### src/rtl/rom_dump_hex_tx.sv
`default_nettype none
// ============================================================================
// Module      : rom_dump_hex_tx
// Description : Reads a run of 16-bit words from memory and streams them out
//               as ASCII hex text: "@AAAA\n" followed by lines of "DDDD"
//               words separated by spaces, WPL words per line.
// Revision    : 1.0 - initial release
// ============================================================================
module rom_dump_hex_tx #(
    parameter int WPL    = 8,
    parameter int RD_LAT = 1
) (
    input  logic        clk,
    input  logic        rst,
    input  logic        start,
    input  logic [15:0] beg_adr,
    input  logic [15:0] cnt,
    output logic        busy,
    output logic        done,
    output logic [15:0] mem_adr,
    output logic        mem_rd,
    input  logic [15:0] mem_dat,
    output logic [7:0]  tx_dat,
    output logic        tx_vld,
    input  logic        tx_rdy
);

    localparam logic [3:0] c_st_idle = 4'd0;
    localparam logic [3:0] c_st_at   = 4'd1;
    localparam logic [3:0] c_st_ahex = 4'd2;
    localparam logic [3:0] c_st_alf  = 4'd3;
    localparam logic [3:0] c_st_rd   = 4'd4;
    localparam logic [3:0] c_st_wt   = 4'd5;
    localparam logic [3:0] c_st_dhex = 4'd6;
    localparam logic [3:0] c_st_sep  = 4'd7;
    localparam logic [3:0] c_st_fin  = 4'd8;

    localparam logic [7:0] c_ch_at = 8'h40;
    localparam logic [7:0] c_ch_lf = 8'h0A;
    localparam logic [7:0] c_ch_sp = 8'h20;

    logic [3:0]  r_state_q,   w_state_d;
    logic [15:0] r_adr_q,     w_adr_d;
    logic [15:0] r_rem_q,     w_rem_d;
    logic [4:0]  r_line_q,    w_line_d;
    logic [15:0] r_shift_q,   w_shift_d;
    logic [1:0]  r_nib_q,     w_nib_d;
    logic [1:0]  r_wait_q,    w_wait_d;
    logic        r_busy_q,    w_busy_d;
    logic        r_done_q,    w_done_d;
    logic        r_mem_rd_q,  w_mem_rd_d;
    logic [15:0] r_mem_adr_q, w_mem_adr_d;
    logic        r_tx_vld_q,  w_tx_vld_d;
    logic [7:0]  r_tx_dat_q,  w_tx_dat_d;
    logic        w_free;

    // Uppercase ASCII for one nibble
    function automatic logic [7:0] hex_ascii(input logic [3:0] n);
        if (n < 4'd10) return 8'h30 + {4'h0, n};
        else           return 8'h37 + {4'h0, n};
    endfunction

    // The output byte slot is free when empty or being accepted this edge
    assign w_free = !r_tx_vld_q || tx_rdy;

    // Next-state logic: sequencing, byte generation and memory reads
    always_comb begin
        w_state_d   = r_state_q;
        w_adr_d     = r_adr_q;
        w_rem_d     = r_rem_q;
        w_line_d    = r_line_q;
        w_shift_d   = r_shift_q;
        w_nib_d     = r_nib_q;
        w_wait_d    = r_wait_q;
        w_busy_d    = r_busy_q;
        w_done_d    = 1'b0;
        w_mem_rd_d  = 1'b0;
        w_mem_adr_d = r_mem_adr_q;
        w_tx_vld_d  = r_tx_vld_q && !tx_rdy;
        w_tx_dat_d  = r_tx_dat_q;

        case (r_state_q)
            c_st_idle: begin
                if (start) begin
                    if (cnt != 16'd0) begin
                        w_adr_d   = beg_adr;
                        w_rem_d   = cnt;
                        w_shift_d = beg_adr;
                        w_nib_d   = 2'd0;
                        w_line_d  = 5'd0;
                        w_busy_d  = 1'b1;
                        w_state_d = c_st_at;
                    end else begin
                        w_done_d  = 1'b1;
                    end
                end
            end
            c_st_at: begin
                if (w_free) begin
                    w_tx_vld_d = 1'b1;
                    w_tx_dat_d = c_ch_at;
                    w_state_d  = c_st_ahex;
                end
            end
            c_st_ahex, c_st_dhex: begin
                if (w_free) begin
                    w_tx_vld_d = 1'b1;
                    w_tx_dat_d = hex_ascii(r_shift_q[15:12]);
                    w_shift_d  = {r_shift_q[11:0], 4'h0};
                    w_nib_d    = r_nib_q + 2'd1;
                    if (r_nib_q == 2'd3) begin
                        w_state_d = (r_state_q == c_st_ahex) ? c_st_alf : c_st_sep;
                    end
                end
            end
            c_st_alf: begin
                if (w_free) begin
                    w_tx_vld_d = 1'b1;
                    w_tx_dat_d = c_ch_lf;
                    w_state_d  = c_st_rd;
                end
            end
            // Read only once the preceding separator has left the slot
            c_st_rd: begin
                if (w_free) begin
                    w_mem_rd_d  = 1'b1;
                    w_mem_adr_d = r_adr_q;
                    w_adr_d     = r_adr_q + 16'd1;
                    w_rem_d     = r_rem_q - 16'd1;
                    w_line_d    = r_line_q + 5'd1;
                    w_wait_d    = 2'd0;
                    w_state_d   = c_st_wt;
                end
            end
            c_st_wt: begin
                if (r_wait_q == 2'(RD_LAT)) begin
                    w_shift_d = mem_dat;
                    w_nib_d   = 2'd0;
                    w_state_d = c_st_dhex;
                end else begin
                    w_wait_d  = r_wait_q + 2'd1;
                end
            end
            c_st_sep: begin
                if (w_free) begin
                    w_tx_vld_d = 1'b1;
                    if (r_rem_q == 16'd0) begin
                        w_tx_dat_d = c_ch_lf;
                        w_state_d  = c_st_fin;
                    end else if (r_line_q == 5'(WPL)) begin
                        w_tx_dat_d = c_ch_lf;
                        w_line_d   = 5'd0;
                        w_state_d  = c_st_rd;
                    end else begin
                        w_tx_dat_d = c_ch_sp;
                        w_state_d  = c_st_rd;
                    end
                end
            end
            // Completion is reported only after the final LF is accepted
            c_st_fin: begin
                if (w_free) begin
                    w_done_d  = 1'b1;
                    w_busy_d  = 1'b0;
                    w_state_d = c_st_idle;
                end
            end
            default: begin
                w_state_d = c_st_idle;
            end
        endcase
    end

    // State registers with synchronous reset
    always_ff @(posedge clk) begin
        if (rst) begin
            r_state_q   <= c_st_idle;
            r_adr_q     <= 16'd0;
            r_rem_q     <= 16'd0;
            r_line_q    <= 5'd0;
            r_shift_q   <= 16'd0;
            r_nib_q     <= 2'd0;
            r_wait_q    <= 2'd0;
            r_busy_q    <= 1'b0;
            r_done_q    <= 1'b0;
            r_mem_rd_q  <= 1'b0;
            r_mem_adr_q <= 16'd0;
            r_tx_vld_q  <= 1'b0;
            r_tx_dat_q  <= 8'd0;
        end else begin
            r_state_q   <= w_state_d;
            r_adr_q     <= w_adr_d;
            r_rem_q     <= w_rem_d;
            r_line_q    <= w_line_d;
            r_shift_q   <= w_shift_d;
            r_nib_q     <= w_nib_d;
            r_wait_q    <= w_wait_d;
            r_busy_q    <= w_busy_d;
            r_done_q    <= w_done_d;
            r_mem_rd_q  <= w_mem_rd_d;
            r_mem_adr_q <= w_mem_adr_d;
            r_tx_vld_q  <= w_tx_vld_d;
            r_tx_dat_q  <= w_tx_dat_d;
        end
    end

    assign busy    = r_busy_q;
    assign done    = r_done_q;
    assign mem_rd  = r_mem_rd_q;
    assign mem_adr = r_mem_adr_q;
    assign tx_vld  = r_tx_vld_q;
    assign tx_dat  = r_tx_dat_q;

endmodule
`default_nettype wire

### config.mk
export PLATFORM = sky130hd
export DESIGN_NAME = rom_dump_hex_tx
export DESIGN_NICKNAME = d
export VERILOG_FILES = /design/src/rtl/rom_dump_hex_tx.sv
export SDC_FILE = /design/constraint.sdc
export NUM_CORES = 1
export LEC_CHECK = 0
export ABC_CLOCK_PERIOD_IN_PS = 4490
export BUFFER_PORTS_ARGS = -buffer_cell sky130_fd_sc_hd__clkbuf_2
export CAP_MARGIN = 20
export CORE_MARGIN = 4
export CORE_UTILIZATION = 55
export DETAILED_ROUTE_END_ITERATION = 8
export PLACE_DENSITY = 0.84
export SLEW_MARGIN = 15
export SYNTH_ARGS = -nofsm -noshare
export SYNTH_HDL_FRONTEND = slang
export SYNTH_SLANG_ARGS = --single-unit
### constraint.sdc
create_clock -name clk -period 4.49 [get_ports clk]
set_input_delay 0 -clock clk [delete_from_list [all_inputs] [get_ports clk]]
set_output_delay 0 -clock clk [all_outputs]
set_load 0.02 [all_outputs]
==> results by stage <==
CTS:
- The number of H-tree levels is 3.
- The number of clock buffers added by TritonCTS is 9.
- The clock transition at the registers of the reported paths is 0.09 ns.
- CTS saw 88 sinks.
- The root buffer cell chosen for the clock tree is clkbuf_8.
- Buffers inserted to repair hold after CTS numbered 21.
- Once the clock tree was built, the resizer swapped 0 gates to a different size.
- The buffers inserted during post-CTS setup optimization is 0.
- TritonCTS built the clock tree.
- The clock reaches the later pin of the worst-skew pair after 0.36 ns.
- The maximum number of buffers from clock root to sink is 2.

Job:
- Across the run, the number of max-cap violations was 0.

Final layout:
- The multi-input combinational cells in the finished layout cover a total of 0.00273 sq mm.
- The number of fill cells is 726.
- After the last flow step, the layout net total stands at 751.
- The final instance count without filler cells is 804.
- In the final layout, the share of cells above drive strength 1 is 0.171.
- Across the whole layout, storage elements account for 0.00176 sq mm.
- The core utilization of the finished layout is 0.664.
- Relative to the synthesized area, the layout overhead comes to 16.1%.

Hold path:
- The worst hold path belongs to the class in -> reg.
- The number of stages on the worst hold path is 3.

Logic synthesis:
- The sequential share of the synthesized area is 0.369.
- The share of flip-flops with an asynchronous set or reset after synthesis is 0.
- Summing every instance area after synthesis gives 0.00477 sq mm.
- During synthesis, Yosys emitted a total of 0 warnings.
- The number of enable-type register cells in the synthesized netlist is 0.
- The flop and latch count out of synthesis is 88.
- In the synthesized netlist the dominant register cell turns out to be dfxtp_1.
- The number of different library cells used by synthesis comes to 66.
- The average instance in the mapped netlist occupies 7.60 sq um.
- The post-synthesis instance total is 628.
- The synthesized netlist net count is 687.

Power:
- Cell internal power was estimated by the tool at 1.65 mW.
- Summed over all cells, the static leakage comes to 2.14 nW.
- The cell area power density is 527 mW/mm^2.
- The switching power is 1.26 mW.
- Of the total power, the clock network draws 0.197.
- The relative contribution of combinational cells to total power is 0.408.
- The portion of total power attributed to sequential cells is 0.396.
- The switching share of power is 0.433.
- Across the VDD grid, the largest voltage drop is 0.367 mV.

Timing:
- The tightest hold margin is 0.00730 ns.
- The remaining max-slew budget at the tightest pin is 0.324.
- The transition time at the pin with the least slew margin is 1.01 ns.
- The final number of hold-violating endpoints came to 0.
- The final critical-path required period is 3.08 ns.
- Setup total negative slack on the finished layout was measured at 0 ns.
- The final clock period utilization by the worst path is 0.685.
- The number of max-slew violations in the final report was 0.
- Setup repair after global routing left no endpoint under its margin.
- The final worst clock skew is 0.00812 ns.
- The highest attainable clock frequency is 0.325 GHz.
- The final count of negative-setup-slack endpoints is 0.

Placement:
- The detailed placement HPWL is 9320 microns.
- The cell count after placement is 764.
- The count of buffers inserted at the top-level ports is 78.
- The congestion estimate from routability-driven global placement came to 0.865.

Critical path:
- Measured in cells, the most critical reg-to-reg path has a length of 6.
- For the worst setup path, the data arrival time is 3.38 ns.
- Along the worst path, the maximum fanout reaches 17.
- STA classifies the critical path startpoint as a register.
- The critical path goes through nor2_1, and2_1, nor2_1, nand2_1, a311oi_1, dlygate4sd3_1.
- The critical path in this run is classified as reg -> reg.
- Data on the critical path is required at its endpoint by 4.80 ns.
- In this design, the critical path's most frequently occurring cell is nor2_1.
- The slowest stage cell on the critical path is nor2_1.
- The type of destination of the critical path is a register.
- The stage delay of the slowest cell on the critical path is 0.87 ns.

GRT:
- Entering global routing, the biggest net connects 78 pins.
- The first global-routing pass estimated 22100 microns of wire.
- Summed over all layers, the global routing overflow is 0.
- The number of antenna violations at the first check in global routing is 1.
- The via count of the first global-routing pass is 4606.
- Across every metal layer, demand over resource in global routing totals 0.267.

Route:
- The average routed wire per standard cell is 17.3 microns.
- The first routing iteration left 447 violations.
- The routed layout has 5018 vias.
- The number of routed nets with antenna violations is 0.
- After detailed routing, the number of remaining DRC violations is 0.
- The vias per cell is 6.24.
- Summed over all layers, the routed wires come to 13900 microns.
- The first-pass detailed-route iteration total is 5.

Die:
- The die area is 0.0102 sq mm.
- The starting density of the core is 0.572.
- In this run the horizontal extent of the chip is 101 microns.
- The floorplan has 33 rows.
- The placeable core area is 0.00834 sq mm.
- The die height is 101 microns.
- The top-level I/O count is 80.

Status:
- The run finished with clean final reports.
flip-flops by register name (all words and copies together), names as in the netlist:
name,flops
tx_vld,1
mem_adr,16
r_state_q,4
r_rem_q,16
r_wait_q,2
busy,1
r_nib_q,2
r_shift_q,16
tx_dat,7
r_line_q,5
r_adr_q,16
done,1
mem_rd,1
power by group through the flow:
stage | combinational (mW) | sequential, mW | clock (mW)
6_report | 1.19 | 1.15 | 0.574
3_5_place_dp | 1.14 | 1.16 | 0
5_1_grt | 1.33 | 1.18 | 0.608
2_1_floorplan | 0.971 | 1.10 | 0
4_1_cts | 1.18 | 1.15 | 0.576
3_3_place_gp | 1.11 | 1.15 | 0
final cells by class:
type                            instances  area share
Clock inverter                          7      0.0138
Multi-Input combinational cell        475       0.492
Tap cell                              105      0.0237
Timing Repair Buffer                  105       0.120
Clock buffer                            9      0.0224
Inverter                               13     0.00881
Sequential cell                        88       0.318
Antenna cell                            2    0.000903
metrics by stage:
step | area (sq um) | total power, mW | setup slack, ns
final | 5540 | 2.92 | 1.41
after detailed placement | 5100 | 2.31 | 1.86
after floorplan | 4770 | 2.07 | 2.50
after global placement | 5100 | 2.26 | 1.95
after CTS | 5510 | 2.90 | 1.45
after global routing | 5540 | 3.12 | 1.16
critical path, delay by kind of cell (launching register included):
family          cells  cell delay [ns]
buf+inv             1             0.59
simple gates        4             1.52
compound gates      1             0.27
flops               1             0.65
cell usage after synthesis, types with 5 or more instances:
cell | n | area [sq um]
buf_2 | 17 | 85.1
o21ai_1 | 15 | 75.1
nor4_1 | 6 | 37.5
and2_1 | 6 | 37.5
inv_1 | 13 | 48.8
a22oi_1 | 16 | 120
nand4_1 | 7 | 43.8
nor3_1 | 15 | 75.1
nand3_1 | 19 | 95.1
a21oi_1 | 78 | 390
nand2_1 | 93 | 349
dfxtp_1 | 88 | 1760
o31ai_1 | 5 | 37.5
a21o_1 | 5 | 37.5
or3_1 | 8 | 50.1
ha_1 | 7 | 87.6
nand2b_1 | 9 | 56.3
a211oi_1 | 13 | 97.6
o21ai_0 | 16 | 80.1
a22o_1 | 7 | 61.3
a311oi_1 | 13 | 114
clkbuf_1 | 30 | 113
a31oi_1 | 8 | 50.1
o41ai_1 | 6 | 52.6
nor2_1 | 65 | 244
path summary, 6_finish.rpt:
kind / from / to / slack [ns]
setup reg to reg: r_state_q[0]$_SDFFE_PP0P_ / r_shift_q[6]$_SDFFE_PP0P_ / 1.41
hold / removal: mem_dat[12] / r_shift_q[12]$_SDFFE_PP0P_ / 0.007
setup / recovery: r_state_q[0]$_SDFFE_PP0P_ / r_shift_q[6]$_SDFFE_PP0P_ / 1.41
hold reg to reg: mem_adr[1]$_SDFFE_PP0P_ / mem_adr[1]$_SDFFE_PP0P_ / 0.46
metal layers:
metal | GRT usage | vias up | routed length [microns]
met5 | 0 | - | 0
met4 | 0.0992 | 0 | 396
met3 | 0.0537 | 39 | 1080
met2 | 0.439 | 222 | 6690
met1 | 0.347 | 2350 | 5760
li1 | - | 2407 | -
cells in the final DEF (no fill, tap or decap), types with 3 or more instances in the layout:
master and n:
nand2_1 93, dfxtp_1 88, a21oi_1 78, clkbuf_2 78
nor2_1 65, dlygate4sd3_1 21, nand3_1 19, o21ai_0 16
a22oi_1 16, o21ai_1 15, nor3_1 15, inv_1 13
a211oi_1 13, a311oi_1 13, nand2b_1 9, clkbuf_8 9
or3_1 8, nand4_1 7, a22o_1 7, a31oi_1 7
ha_1 7, and2_1 6, nor4_1 6, o41ai_1 6
o31ai_1 5, a21o_1 5, buf_4 5, nor2b_1 4
and3_1 3, or4_1 3, nor3b_1 3, nor3_2 3
inv_6 3
logic make-up after synthesis:
logic type | synth area share
buffers and inverters | 0.0619
AO/OA/AOI/OAI | 0.277
flip-flops | 0.369
adder cells (fa/ha/maj) | 0.0184
AND/OR/NAND/NOR | 0.265
multiplexers | 0.00682
XOR/XNOR | 0.00184
other | 0.000786
(Power assumes the default switching activity.)
